--- src/rtl/modular_addsub_pipe.sv ---
// Multi-lane (x +/- y) mod M, 2-stage pipe; 2-cycle latency, 1 beat/cycle.
// Back-pressure: in_ready = out_ready | not-full, combinational, no skid buffer; stalled stages hold.
module modular_addsub_pipe #(
   parameter int                    DATA_WIDTH = 64,
   parameter logic [DATA_WIDTH-1:0] M          = 64'hFFFF_FFFF_0000_0001,
   parameter int                    LANES      = 4
) (
   input  logic                        clk,
   input  logic                        rst_n,
   input  logic                        in_valid,
   output logic                        in_ready,
   input  logic                        in_mode,
   input  logic [LANES*DATA_WIDTH-1:0] in_x,
   input  logic [LANES*DATA_WIDTH-1:0] in_y,
   output logic                        out_valid,
   input  logic                        out_ready,
   output logic [LANES*DATA_WIDTH-1:0] out_z,
   output logic                        range_err,
   input  logic                        clr_err
);
   localparam int W = DATA_WIDTH;

   logic         v1, v2, mode1;
   logic         adv1, adv2, accept, any_big;
   logic [W:0]   r1     [LANES];
   logic [W-1:0] z2     [LANES];
   logic [W-1:0] z_next [LANES];

   assign adv2      = out_ready | ~v2;
   assign adv1      = adv2 | ~v1;
   assign in_ready  = adv1;
   assign accept    = in_valid & adv1;
   assign out_valid = v2;

   always_comb begin
      any_big = 1'b0;
      for (int i = 0; i < LANES; i++) begin
         if ((in_x[i*W +: W] >= M) || (in_y[i*W +: W] >= M)) begin
            any_big = 1'b1;
         end
      end
   end

   // r1[W] is the carry for add and the borrow for subtract; the modular
   // correction only needs the low W bits because it wraps mod 2^W anyway.
   always_comb begin
      for (int i = 0; i < LANES; i++) begin
         z_next[i] = r1[i][W-1:0];
         if (mode1) begin
            if (r1[i][W]) z_next[i] = r1[i][W-1:0] + M;
         end else begin
            if (r1[i] >= {1'b0, M}) z_next[i] = r1[i][W-1:0] - M;
         end
      end
   end

   always_ff @(posedge clk or negedge rst_n) begin
      if (!rst_n) begin
         v1    <= 1'b0;
         mode1 <= 1'b0;
         for (int i = 0; i < LANES; i++) r1[i] <= '0;
      end else if (adv1) begin
         v1 <= in_valid;
         if (in_valid) begin
            mode1 <= in_mode;
            for (int i = 0; i < LANES; i++) begin
               if (in_mode) r1[i] <= {1'b0, in_x[i*W +: W]} - {1'b0, in_y[i*W +: W]};
               else         r1[i] <= {1'b0, in_x[i*W +: W]} + {1'b0, in_y[i*W +: W]};
            end
         end
      end
   end

   always_ff @(posedge clk or negedge rst_n) begin
      if (!rst_n) begin
         v2 <= 1'b0;
         for (int i = 0; i < LANES; i++) z2[i] <= '0;
      end else if (adv2) begin
         v2 <= v1;
         if (v1) begin
            for (int i = 0; i < LANES; i++) z2[i] <= z_next[i];
         end
      end
   end

   always_ff @(posedge clk or negedge rst_n) begin
      if (!rst_n)                range_err <= 1'b0;
      else if (accept && any_big) range_err <= 1'b1;
      else if (clr_err)          range_err <= 1'b0;
   end

   for (genvar g = 0; g < LANES; g++) begin : g_out
      assign out_z[g*W +: W] = z2[g];
   end
endmodule
--- config.mk ---
export PLATFORM = sky130hd
export DESIGN_NAME = modular_addsub_pipe
export DESIGN_NICKNAME = d
export VERILOG_FILES = /design/src/rtl/modular_addsub_pipe.sv
export SDC_FILE = /design/constraint.sdc
export NUM_CORES = 2
export LEC_CHECK = 0
export BUFFER_PORTS_ARGS = -buffer_cell sky130_fd_sc_hd__buf_2
export CORE_ASPECT_RATIO = 0.7
export CORE_MARGIN = 2
export CORE_UTILIZATION = 55
export DETAILED_ROUTE_END_ITERATION = 10
export GPL_ROUTABILITY_DRIVEN = 0
export MAX_ROUTING_LAYER = met4
export PLACE_DENSITY = 0.82
export SLEW_MARGIN = 20
export SYNTH_ARGS = -nofsm -noshare
export SYNTH_HDL_FRONTEND = slang
export SYNTH_SLANG_ARGS = --single-unit
--- constraint.sdc ---
create_clock -name clk -period 3.82 [get_ports clk]
set_input_delay 0 -clock clk [delete_from_list [all_inputs] [get_ports clk]]
set_output_delay 0 -clock clk [all_outputs]
set_load 0.005 [all_outputs]
==> summary.md, run 1 <==
| Metric | Value |
|---|---|
| Status | did not finish |
| Stopped at | global routing (5_1_grt) |
| Run Error | [ERROR GRT-0232] Routing congestion too high. Check the congestion heatmap in the GUI. |
| Most used DFF post-synth | dfrtp_1 |
| Synth area leaders | dfrtp_1 (27%), xnor2_1 (8.7%), nand2_1 (7.2%), ha_1 (7.1%), o21ai_0 (7.1%) |
| Post-DP HPWL | 169.2 mm |
| FP Rows | 91 |
| Mean Syn Cell Area | 7.438 um^2 |
| Leading area contributor after synthesis | dfrtp_1 |
| Syn. warnings | 0 |
| Initial cell density of the core | 55.38% |
| Async set-reset flop share out of synthesis | 100.0% |
| Root Buffer | clkbuf_16 |
| Critical endpoint after global-route timing repair | r1[63]$_DFFE_PN0P_/D |
| CTS Sinks | 520 |
| Max Buffers Root-to-Sink | 3 |
| EDFF count, synth | 0 |
| Port buffer count | 776 |
| Chip Width | 359.6 um |
| Worst slack, placed | -1.111 ns |
| Aggregate global-route resource usage | 55.23% |
| Yosys cell types | 98 |
| Worst EP kind | register input |
| Post-Syn Instances | 6545 |
| Mapped Nets | 7343 |
| Flops & latches, synth | 520 |
| Placed inst area | 0.06313 mm^2 |
| Largest net degree at the start of global routing | 107 |
| Cell area after synthesis | 0.04868 mm^2 |
| Share of the synthesized area in the top cell type | 26.73% |
| Chip height | 252.9 um |
| I/O pin count | 777 |
| GRT overflow | 8 |
| Cts bufs inserted | 52 |
| H-tree Lvls | 2 |
| Register area share after synthesis | 26.73% |
cells by family after synthesis:
| family | count (synthesis) | share of synthesized area (%) |
|---|---|---|
| and+or+nand+nor | 2594 | 25.47 |
| AOI/OAI and AO/OA | 1862 | 22.71 |
| adders and majority gates | 280 | 7.259 |
| xor gates and xnor gates | 736 | 13.24 |
| buffers and inverters | 537 | 4.241 |
| DFF | 520 | 26.73 |
| muxes | 16 | 0.3444 |
cell usage after synthesis, types with 16 or more instances:
| cell type | instances |
|---|---|
| a211oi_1 | 31 |
| a21o_1 | 140 |
| a21oi_1 | 504 |
| a31oi_1 | 111 |
| a41oi_1 | 19 |
| and2_1 | 40 |
| and3_1 | 71 |
| and4_1 | 20 |
| clkbuf_1 | 329 |
| dfrtp_1 | 520 |
| ha_1 | 276 |
| inv_1 | 177 |
| nand2_1 | 938 |
| nand2b_1 | 60 |
| nand3_1 | 151 |
| nand4_1 | 184 |
| nor2_1 | 522 |
| nor2b_1 | 34 |
| nor3_1 | 213 |
| nor3b_1 | 16 |
| nor4_1 | 160 |
| o211ai_1 | 26 |
| o21a_1 | 18 |
| o21ai_0 | 686 |
| o21ai_1 | 37 |
| o21bai_1 | 48 |
| o22ai_1 | 19 |
| o31ai_1 | 36 |
| o32ai_1 | 20 |
| or2_2 | 22 |
| or3_1 | 74 |
| or4_1 | 38 |
| xnor2_1 | 486 |
| xor2_1 | 250 |
per-layer routing:
metal | GRT usage [%] | overflow
met4 | 42.55 | 3
met3 | 32.53 | 1
met5 | - | -
met2 | 71.34 | 3
met1 | 61.29 | 1
metrics by stage:
stage / cells / utilization, % / hold slack (ns)
after global placement: 9420 / 71.82 / 0.1136
after detailed placement: 9420 / 71.82 / 0.1107
after CTS: 9562 / 74.59 / 0.0006113
after floorplan: 6545 / - / -0.2956
timing repair:
action / 4_1_cts
gates resized for setup: 49
gates cloned: 0
hold endpoints to repair: 116
hold buffers: 34
pin swaps: 37
buffers inserted: 17
endpoints found under the setup margin: 49
==> inputs of run 2 (changes only) <==
CORE_ASPECT_RATIO = unset   (was 0.7)
CORE_UTILIZATION = 40   (was 55)
MAX_ROUTING_LAYER = unset   (was met4)
PLACE_DENSITY = unset   (was 0.82)
PLACE_DENSITY_LB_ADDON = 0.15   (was unset)
==> summary.md, run 2 <==
| Metric | Value |
|---|---|
| Status | complete, but fails checks (was did not finish) |
| Failing checks | negative setup slack |
| Worst Max-Slew Pin Slew | 1.053 ns |
| Worst hold slack | 0.01893 ns |
| Most used DFF post-synth | dfrtp_1 (unchanged) |
| CP top delay family | simple AND/OR/NAND/NOR gates |
| Cts bufs inserted | 55 (was 52) |
| Chip height | 352.9 um (was 252.9 um) |
| Core ar. | 0.1203 mm^2 |
| Synth area leaders | dfrtp_1 (27%), xnor2_1 (8.7%), nand2_1 (7.2%), ha_1 (7.1%), o21ai_0 (7.1%) (unchanged) |
| H-tree Lvls | 2 (unchanged) |
| Design Power | 28.95 mW |
| Most frequent cells in the layout | buf_4 (1318), nand2_1 (919), buf_2 (769) |
| Power Density | 422.8 mW/mm^2 |
| Crit path max fanout | 3 |
| Worst VDD drop | 0.3845 mV |
| Final Hold Fails | 0 |
| Flops & latches, synth | 520 (unchanged) |
| GRT overflow | 0 |
| Rel. slew slack | 29.78% |
| Largest net degree at the start of global routing | 132 |
| Crit path required time | 4.33 ns |
| Max-Cap Viols | 0 |
| Synth top cells by count | nand2_1 (938), o21ai_0 (686), nor2_1 (522) (unchanged) |
| Via count | 56330 |
| Cell count of the worst reg-to-reg path | 12 |
| CP peak stage delay | 0.55 ns |
| Total Wirelength | 201.9 mm |
| Tcrit/Tclk final | 104.6% |
| Count leader, synth | nand2_1 (unchanged) |
| Vias in the first global route | 53150 |
| Share of cells above drive strength 1 | 30.15% |
| Leading area contributor after synthesis | dfrtp_1 (unchanged) |
| Share of the synthesized area in the top cell type | 26.73% (unchanged) |
| Port buffer count | 776 (unchanged) |
| 1st-iter DRT viols | 5144 |
| CTS clk-pin slew, worst paths | 0.07 ns |
| Aggregate global-route resource usage | 30.81% |
| Tmin final | 3.995 ns |
| Fmax | 0.2503 GHz |
| Syn. warnings | 0 (unchanged) |
| Root Buffer | clkbuf_16 (unchanged) |
| R2R Setup Slk | 0.10 ns |
| First-pass GRT wire length | 306.7 mm |
| Final net count | 9269 |
| Unrepaired setup endpoints after global routing | true |
| Max Buffers Root-to-Sink | 3 (unchanged) |
| Initial cell density of the core | 40.47% (was 55.38%) |
| Setup crit end | r1[60] |
| CP arrival | 4.50 ns |
| Critical R2R Capture | out_z[5] |
| Async set-reset flop share out of synthesis | 100.0% (unchanged) |
| Initial antenna violation count | 39 |
| Drc violations | 0 |
| CTS tree | done |
| Mapped Nets | 7343 (unchanged) |
| DR vias/cell | 5.548 |
| Endpoints failing setup | 17 |
| First-pass DRT Iterations | 8 |
| Clk Latency, worst-skew pair | 0.63 ns |
| Final WS setup | -0.1752 ns |
| CP startpoint kind | primary input |
| Largest register by flop count | r1 |
| Max Slew Vio Count | 0 |
| Mean Syn Cell Area | 7.438 um^2 (unchanged) |
| Die Area | 0.1245 mm^2 |
| Max reg flops | 260 |
| Area grow syn2layout | 40.66% |
| I/O pin count | 777 (unchanged) |
| EDFF count, synth | 0 (unchanged) |
| Critical path class | in2reg |
| Wire length per cell | 19.88 um |
| Hold Path Class | in2async |
| Clock Skews | 0.01064 ns |
| Post-Syn Instances | 6545 (unchanged) |
| Post-DP HPWL | 167.5 mm (was 169.2 mm) |
| CTS Sinks | 520 (unchanged) |
| FP Rows | 127 (was 91) |
| Chip Width | 352.9 um (was 359.6 um) |
| Max stage delay cell, worst path | or4_4 |
| Critical Path Stages | 23 |
| Static leakage | 30.89 nW |
| Crit path from | in_y[197] |
| R2R Path Start | r1[205] |
| Crit-path cells | buf_6 -> or4_4 -> nor4_4 -> nand2_1 -> nor2_2 -> and2_4 -> and3_4 -> nand2_4 -> nor2_4 -> a21oi_2 -> xnor2_1 -> ha_1 -> a21oi_4 -> o21ai_2 -> nor2_1 -> o31a_1 -> or4_4 -> o21ai_4 -> a31oi_4 -> o41a_1 -> o31ai_2 -> xnor2_1 -> o21ai_1 |
| WP buf/inv | 1 |
| Register area share after synthesis | 26.73% (unchanged) |
| Yosys cell types | 98 (unchanged) |
| Cell area after synthesis | 0.04868 mm^2 (unchanged) |
| Most frequent standard cell in the layout excluding fill and tap cells | buf_4 |
| Crit end category | flip-flop |
| Post-route ant nets | 0 |
[run 2: cell counts after synthesis]
Identical to the previous run, type by type.
[run 2: power by group]
| part | switching (mW) | leakage [nW] | internal [mW] |
|---|---|---|---|
| combinational | 7.42 | 23.5 | 6.25 |
| clock | 2.36 | 0.976 | 3.60 |
| sequential | 2.10 | 6.45 | 7.22 |
[run 2: worst min path at each step]
stage                            to  slack, ns  cells past startpoint
after CTS                   r1[213]      0.001                      5
after global routing        r1[215]       0.05                      5
final                       r1[142]       0.02                      2
after floorplan               mode1      -0.30                      0
after detailed placement  out_z[90]       0.16                      1
after global placement    out_z[90]       0.15                      1
[run 2: cell type report]
cell class                      instances  area [um^2]
Clock inverter                         33        509.2
Fill cell                           11460        51820
Antenna cell                           26        65.06
Multi-Input combinational cell       5488        35320
Clock buffer                           68         1495
Tap cell                             1612         2017
Inverter                              177        664.4
Sequential cell                       520        13020
Timing Repair Buffer                 2229        15380
[run 2: cells by family after synthesis]
group	after synthesis	synth area share, %
buffers and inverters	537	4.241
DFF	520	26.73
muxes	16	0.3444
xor gates and xnor gates	736	13.24
and+or+nand+nor	2594	25.47
adders and majority gates	280	7.259
AOI/OAI and AO/OA	1862	22.71
[run 2: what timing repair did]
action                                  in CTS  in global routing
hold endpoints to repair                   185                  0
endpoints found under the setup margin      38                 88
buffers inserted                            20                 34
gates resized for setup                     47                211
hold buffers                               100                  0
pin swaps                                   58                132
[run 2: through the flow]
step	std cells	setup WS, ns	instance area [um^2]	setup TNS, ns	util, %
2_1_floorplan	6545	-0.6827	49360	-11.00	-
3_3_place_gp	9876	-0.9781	63820	-64.01	53.06
3_5_place_dp	9876	-1.023	63820	-67.23	53.06
4_1_cts	10100	-0.1461	67190	-0.8001	55.85
5_1_grt	10150	-0.3659	68460	-6.569	56.91
6_report	10150	-0.1752	68470	-1.258	56.92
[run 2: metal layers]
metal | global-route usage [%] | share of wire (%) | wire length, um
met1 | 42.82 | 44 | 89610
met2 | 47.01 | 43 | 86450
met3 | 5.452 | 8.2 | 16620
met4 | 12.79 | 4.5 | 9119
met5 | 0 | 0.032 | 64
(Power assumes the default switching activity.)
